**src/rtl/buffer_escrita_principal.sv**
```systemverilog
// Write-back buffer and main-memory controller below the L2.
// Evictions queue in a small FIFO; fill reads forward from it or hit memory.
module buffer_escrita_principal #(
    parameter int DEPTH   = 4,
    parameter int MEM_LAT = 2
) (
    input  logic        clock,
    input  logic        reset,
    input  logic        wb_valid,
    input  logic [5:0]  wb_address,
    input  logic [15:0] wb_data,
    output logic        wb_ready,
    input  logic        rd_req,
    input  logic [5:0]  rd_address,
    output logic        rd_busy,
    output logic        rd_valid,
    output logic [15:0] rd_data,
    output logic        rd_from_buffer,
    output logic        empty
);

    localparam int PW = $clog2(DEPTH);
    localparam int CW = $clog2(DEPTH + 1);
    localparam int LW = $clog2(MEM_LAT) + 1;
    localparam logic [LW-1:0] LAT_LAST = LW'(MEM_LAT - 1);

    typedef enum logic {
        D_IDLE,
        D_WRITE
    } dstate_t;

    typedef enum logic [1:0] {
        R_IDLE,
        R_FWD,
        R_WAIT,
        R_MEM
    } rstate_t;

    logic [5:0]    fa_q [DEPTH];
    logic [15:0]   fd_q [DEPTH];
    // Stored as data^address so the power-up zero state reads as mem[i]=i.
    bit   [15:0]   mem_q [64];

    logic [PW-1:0] head_q, head_d;
    logic [PW-1:0] tail_q, tail_d;
    logic [CW-1:0] cnt_q, cnt_d;

    dstate_t       dstate_q, dstate_d;
    logic [LW-1:0] dcnt_q, dcnt_d;

    rstate_t       rstate_q, rstate_d;
    logic [LW-1:0] rcnt_q, rcnt_d;
    logic [5:0]    raddr_q, raddr_d;
    logic [15:0]   fwd_q, fwd_d;
    logic          valid_q, valid_d;
    logic [15:0]   rdata_q, rdata_d;
    logic          fb_q, fb_d;

    logic          push;
    logic          commit;
    logic          rd_start;
    logic          hit;
    logic [15:0]   hit_data;

    assign wb_ready       = cnt_q < CW'(DEPTH);
    assign empty          = cnt_q == '0;
    assign rd_busy        = rstate_q != R_IDLE;
    assign rd_valid       = valid_q;
    assign rd_data        = rdata_q;
    assign rd_from_buffer = fb_q;

    assign push     = wb_valid && wb_ready;
    assign commit   = (dstate_q == D_WRITE) && (dcnt_q == LAT_LAST);
    assign rd_start = (rstate_q == R_IDLE) && rd_req;

    // Oldest to youngest scan; the last hit wins, the incoming push last of all.
    always_comb begin
        hit      = 1'b0;
        hit_data = '0;
        for (int k = 0; k < DEPTH; k++) begin
            if (CW'(k) < cnt_q &&
                fa_q[head_q + PW'(k)] == rd_address) begin
                hit      = 1'b1;
                hit_data = fd_q[head_q + PW'(k)];
            end
        end
        if (push && wb_address == rd_address) begin
            hit      = 1'b1;
            hit_data = wb_data;
        end
    end

    always_comb begin
        head_d = head_q;
        tail_d = tail_q;
        cnt_d  = cnt_q;
        if (push) begin
            tail_d = tail_q + 1'b1;
        end
        if (commit) begin
            head_d = head_q + 1'b1;
        end
        case ({push, commit})
            2'b10:   cnt_d = cnt_q + 1'b1;
            2'b01:   cnt_d = cnt_q - 1'b1;
            default: cnt_d = cnt_q;
        endcase
    end

    always_comb begin
        dstate_d = dstate_q;
        dcnt_d   = dcnt_q;
        unique case (dstate_q)
            D_IDLE: begin
                if (cnt_q != '0 && rstate_q != R_MEM && !rd_start) begin
                    dstate_d = D_WRITE;
                    dcnt_d   = '0;
                end
            end
            D_WRITE: begin
                if (commit) begin
                    dstate_d = D_IDLE;
                end else begin
                    dcnt_d = dcnt_q + 1'b1;
                end
            end
            default: dstate_d = D_IDLE;
        endcase
    end

    always_comb begin
        rstate_d = rstate_q;
        rcnt_d   = rcnt_q;
        raddr_d  = raddr_q;
        fwd_d    = fwd_q;
        valid_d  = 1'b0;
        rdata_d  = rdata_q;
        fb_d     = fb_q;
        unique case (rstate_q)
            R_IDLE: begin
                if (rd_req) begin
                    raddr_d = rd_address;
                    rcnt_d  = '0;
                    if (hit) begin
                        fwd_d    = hit_data;
                        rstate_d = R_FWD;
                    end else if (dstate_q == D_WRITE && !commit) begin
                        rstate_d = R_WAIT;
                    end else begin
                        rstate_d = R_MEM;
                    end
                end
            end
            R_FWD: begin
                valid_d  = 1'b1;
                rdata_d  = fwd_q;
                fb_d     = 1'b1;
                rstate_d = R_IDLE;
            end
            R_WAIT: begin
                if (commit) begin
                    rcnt_d   = '0;
                    rstate_d = R_MEM;
                end
            end
            R_MEM: begin
                if (rcnt_q == LAT_LAST) begin
                    valid_d  = 1'b1;
                    rdata_d  = mem_q[raddr_q] ^ {10'd0, raddr_q};
                    fb_d     = 1'b0;
                    rstate_d = R_IDLE;
                end else begin
                    rcnt_d = rcnt_q + 1'b1;
                end
            end
            default: rstate_d = R_IDLE;
        endcase
    end

    always_ff @(posedge clock or posedge reset) begin
        if (reset) begin
            head_q   <= '0;
            tail_q   <= '0;
            cnt_q    <= '0;
            dstate_q <= D_IDLE;
            dcnt_q   <= '0;
            rstate_q <= R_IDLE;
            rcnt_q   <= '0;
            raddr_q  <= '0;
            fwd_q    <= '0;
            valid_q  <= 1'b0;
            rdata_q  <= '0;
            fb_q     <= 1'b0;
        end else begin
            head_q   <= head_d;
            tail_q   <= tail_d;
            cnt_q    <= cnt_d;
            dstate_q <= dstate_d;
            dcnt_q   <= dcnt_d;
            rstate_q <= rstate_d;
            rcnt_q   <= rcnt_d;
            raddr_q  <= raddr_d;
            fwd_q    <= fwd_d;
            valid_q  <= valid_d;
            rdata_q  <= rdata_d;
            fb_q     <= fb_d;
        end
    end

    // Storage has no reset; commit is already gated by the drain state.
    always_ff @(posedge clock) begin
        if (push) begin
            fa_q[tail_q] <= wb_address;
            fd_q[tail_q] <= wb_data;
        end
        if (commit) begin
            mem_q[fa_q[head_q]] <= fd_q[head_q] ^ {10'd0, fa_q[head_q]};
        end
    end

endmodule
```
**config.mk**
```make
export PLATFORM = sky130hd
export DESIGN_NAME = buffer_escrita_principal
export DESIGN_NICKNAME = d
export VERILOG_FILES = /design/src/rtl/buffer_escrita_principal.sv
export SDC_FILE = /design/constraint.sdc
export NUM_CORES = 1
export LEC_CHECK = 0
export CORE_MARGIN = 2
export CORE_UTILIZATION = 63
export CTS_CLUSTER_SIZE = 12
export DETAILED_ROUTE_END_ITERATION = 8
export DONT_BUFFER_PORTS = 1
export GPL_TIMING_DRIVEN = 0
export MAX_ROUTING_LAYER = met4
export PLACE_DENSITY = 0.83
export SETUP_SLACK_MARGIN = 0.4
export SYNTH_ARGS = -nofsm -noshare
export SYNTH_HDL_FRONTEND = slang
export SYNTH_SLANG_ARGS = --single-unit
```
**constraint.sdc**
```tcl
create_clock -name clock -period 6.3 [get_ports clock]
set_clock_uncertainty 0.2 [all_clocks]
set_input_delay 1.26 -clock clock [delete_from_list [all_inputs] [get_ports clock]]
set_output_delay 1.26 -clock clock [all_outputs]
set_load 0.05 [all_outputs]
```
Yosys cells after proc, flatten, opt, wreduce, memory -nomap -nowiden --
Memory sizes are Yosys's and may differ from the RTL's. Index checks and enable logic that the tools add are counted.
Word-level totals: flip-flop bits (word level) 54, memory bits (writable) 1112, input bits 32, output and inout bits 21, memories 3
Operators by class: $add $sub $neg 8, $lt $le $gt $ge 5, eq/ne operators 19, mux-type cells 37, bitwise logic cells 3, reductions and logical operators 26
Memories:
- mem_q | words 64, width 16, read ports 1, clocked after Yosys merged registers in 0, wr ports 1, line 42 | bit [15:0] mem_q [64];
- fd_q | words 4, width 16, read ports 4, clocked after Yosys merged registers in 0, wr ports 1, line 40 | logic [15:0] fd_q [DEPTH];
- fa_q | words 4, width 6, read ports 4, clocked after Yosys merged registers in 0, wr ports 1, line 39 | logic [5:0] fa_q [DEPTH];
Operators by type and width (number):
- $mux W16 | 6
- $pmux W16 S2 | 1
- $xor A16 B6 Y16 | 2
- $eq A6 B6 Y1 | 5
- $mux W2 | 9
- $mux W1 | 14
- $ne A2 B2 Y1 const B | 7
- $logic_and A1 B1 Y1 | 11
- $add A2 B1 Y2 const B | 4
- $eq A2 B1 Y1 const B | 4
- $pmux W2 S4 | 1
- $eq A2 B2 Y1 const B | 3
- $lt A1 B3 Y1 const A | 2
- $lt A2 B3 Y1 const A | 2
- $pmux W1 S2 | 3
- $pmux W2 S3 | 1
- $pmux W3 S2 | 1
- $reduce_and A2 Y1 | 3
- $reduce_and A3 Y1 | 2
- $reduce_bool A2 Y1 | 3
- $reduce_bool A3 Y1 | 2
- $add A2 B2 Y2 const B | 2
- $pmux W2 S2 | 1
- $reduce_and A4 Y1 | 1
- 7 further kinds | 8

Depth between registers and ports, before layout --
An unclocked memory read counts as a cell.
depth after elaboration 11, gate-level depth with buffers 13

Least setup slack after synthesis --
Ideal clock, no wire load.
path type reg2reg, start register head_q[0], end memory mem_q[0][2], data pin, library setup time 568 ps, data arrival time 3960 ps, slack 1572 ps, cell stages (with the launch flop) 9, path buffers 6, cell sequence dfrtp_1 -> buf_2 -> buf_2 -> buf_2 -> buf_1 -> clkbuf_1 -> buf_1 -> o21ai_0 -> xnor2_1
On the way: cells in the longest elaborated chain, start to end 2, elaborated cells on any way between the ends 3
Ends and longest elaborated chain:
- start, declared | line 44 | logic [PW-1:0] head_q, head_d;
- start signal, assigned | line 182 | head_q <= '0;
- start signal, assigned | line 195 | head_q <= head_d;
- $mem_v2 Z4 W16 / $mem_v2 Z4 W6 (equally long branches)
- $xor A16 B6 Y16 (*) | line 217 | mem_q[fa_q[head_q]] <= fd_q[head_q] ^ {10'd0, fa_q[head_q]};
- end, declared | line 42
Mark *: on every way between the ends. The rest lies on a longest branch, timed or not.

Worst setup path after layout --
start register head_q[0], end memory mem_q[57][2], data pin
Same word-level chain as after synthesis.

==> reports/metrics.cfg <==
[timing]
worst_slew_pin_slew_ns = 1.46
fin_crit_sh_pct = 79.6
fin_crit_ns = 5.01
clock.fmax_ghz = 0.199
drv_slew = 0
timing.setup.tns_ns = 0
relSlewSlack_pct = 2.65
finalSetupViolCount = 0
finalHoldViolations = 0
rsz0062_at_grt = false

[power_and_ir_drop]
p_leak_nw = 17.2
total_power_mw = 28.3
internal_power_mw = 17.9
netSwitchingPower_mw = 10.4
power_density_nw_per_um2 = 526
clock_power_share_pct = 22.2
switching_share_pct = 36.8
combPwrFrac_pct = 38.8
peakVddDrop_v = 0.000420
seq_power_share_pct = 39.0

[setup_path]
arrival_ns = 5.35
cp_max_fo = 25
criticalPathCategory = reg -> reg
endpoint_kind = register
required_ns = 6.63
critPathLaunchType = register

[clock_tree]
cts_sinks = 1166
ctsResizeCount = 0
clockBufferDepth = 3
cts_tree = done
post_cts_buffers = 0
clkTransAtPathRegs_ns = 0.06
postCtsHoldBufs = 0
root_buffer = clkbuf_16
cts_buffers = 114
htreeDepth = 3
clkLatencyLatePin_ns = 0.72

[final_layout]
drive_gt1_share_pct = 29.1
mostFrequentLayoutCell = edfxtp_1
final_nets = 2576
final_cell_mix = edfxtp_1, mux4_2, clkbuf_16
fin_area_um2 = 53900
syn_to_final_growth_pct = 13.2

[global_routing]
grt_pass1_vias = 26700
antenna_found_initial = 13
grt_usage_pct = 38.3
grt_overflow = 0
grt_max_degree = 45
grt_pass1_wl_um = 200000

[synth]
synth_edf_count = 1112
syn_nets = 2378
yosysSeqAreaShare_pct = 72.9
synthArstFlopShare_pct = 4.63
syn_inst = 2335
yosys_warnings = 0
ys_seq_elements = 1166
ys_types = 60
netlist_area_um2 = 47600
synth.avg_cell_area_um2 = 20.4
synthFlopType = edfxtp_1

[floorplan]
core_um2 = 74700
dieWidth_um = 279
io_pins = 53
num_rows = 100
dieHeight_um = 279
dieArea_um2 = 77800
start_util_pct = 63.8

[placement]
place_area_um2 = 50500
place.gp.congestion = 0.971
dpl.hpwl_um = 88400
io_buffers = 0

[detailed_routing]
drt_first_pass_iters = 9
drc = 0
routedWlPerCell_um = 39.4
vias = 26500
wl_um = 141000
dr.first_iter.drc_count = 4586
viasPerCell = 7.40
antenna_left = 0

[outcome]
outcome = finished clean

[job]
maxCapViolations = 0

[worst_hold_path]
hp-class = in -> async

[critical path, cell delays in order (launching register included)]
cell,delay (ns)
dfrtp_1,0.50
buf_2,0.32
buf_2,0.29
buf_2,0.24
buf_1,0.54
clkbuf_1,0.57
buf_1,0.53
o21ai_0,0.45
xnor2_2,0.88
buf_8,0.28
[logic make-up (layout without fill, tap and decap cells)]
| family | count (synthesis) | count (layout) | synth area share [%] |
|---|---|---|---|
| other | 0 | 11 | 0 |
| muxes | 463 | 463 | 18.7 |
| and+or+nand+nor | 272 | 272 | 2.59 |
| AOI/OAI and AO/OA | 205 | 205 | 2.93 |
| buffers and inverters | 171 | 435 | 1.67 |
| DFF | 1166 | 1166 | 72.9 |
| xor gates and xnor gates | 47 | 47 | 0.864 |
| adders and majority gates | 11 | 11 | 0.289 |
[metrics by stage]
step / hold WS, ns / worst slack, ns / util (%) / cells
finish: 0.217 / 1.29 / 72.2 / 3579
CTS: 0.200 / 1.23 / 72.1 / 3567
floorplan: 0.249 / 1.57 / - / 2335
global placement: 0.283 / -1.10 / 65.4 / 3304
detailed placement: 0.287 / 1.42 / 67.7 / 3385
global route: 0.214 / 1.04 / 72.2 / 3579
[layer usage]
metal  routed length, um  up-vias  global-route usage, %
met5                   0        -                      -
met3               16800      567                   9.97
met1               47000    13500                   47.5
met4                9720        0                   20.4
li1                    -    10000                      -
met2               67400     2373                   58.8
[Yosys cell counts (9+ instances only)]
library cell	count	area share (%)
a211oi_1	19	0.30
a21oi_1	43	0.45
and2_1	11	0.14
buf_1	30	0.24
buf_2	52	0.55
buf_6	10	0.24
clkbuf_1	37	0.29
dfrtp_1	54	2.8
edfxtp_1	1112	70
ha_1	11	0.29
inv_1	37	0.29
mux2_2	38	0.90
mux2i_1	87	1.8
mux4_2	338	16
nand2_1	70	0.55
nand3_1	16	0.17
nor2_1	124	0.98
o21ai_0	57	0.60
o221ai_1	12	0.22
o22ai_1	9	0.12
xnor2_1	37	0.68
xor2_1	10	0.18
[worst paths after layout]
check	endpoint	slack, ns	depth (start not counted)	start
worst max-delay path	mem_q[57][2]	1.29	9	head_q[0]
worst min-delay path	head_q[0]	0.22	1	reset
worst max register to register	mem_q[57][2]	1.29	9	head_q[0]
worst min register to register	rcnt_q[1]	0.31	2	rcnt_q[1]
max in group asynchronous	fwd_q[7]	5.11	2	reset
min in group clock	rcnt_q[1]	0.31	2	rcnt_q[1]
[final cells by class]
type	instances	area (um2)
antenna	11	27.5
buffer	133	654
clock buffer	154	3040
clock inverter	28	264
fill	4045	20800
inverter	38	143
multi-input combinational	998	12400
sequential	1166	34700
tap	969	1210
timing repair buffer	82	1400
[power groups by stage]
stage          combinational (mW)  clock, mW  sequential (mW)
3_3_place_gp                 9.11          0             11.5
3_5_place_dp                 10.3          0             11.2
2_1_floorplan                5.98          0             11.3
5_1_grt                      11.2       6.56             11.1
6_report                     11.0       6.29             11.0
4_1_cts                      10.6       6.31             11.0
[state kept, by name, summed over array words and instances (netlist names), 3 cells and up]
name     count
fd_q        64
rd_data     16
fa_q        24
fwd_q       16
mem_q     1024
cnt_q        3
raddr_q      6
(Power assumes the default switching activity.)
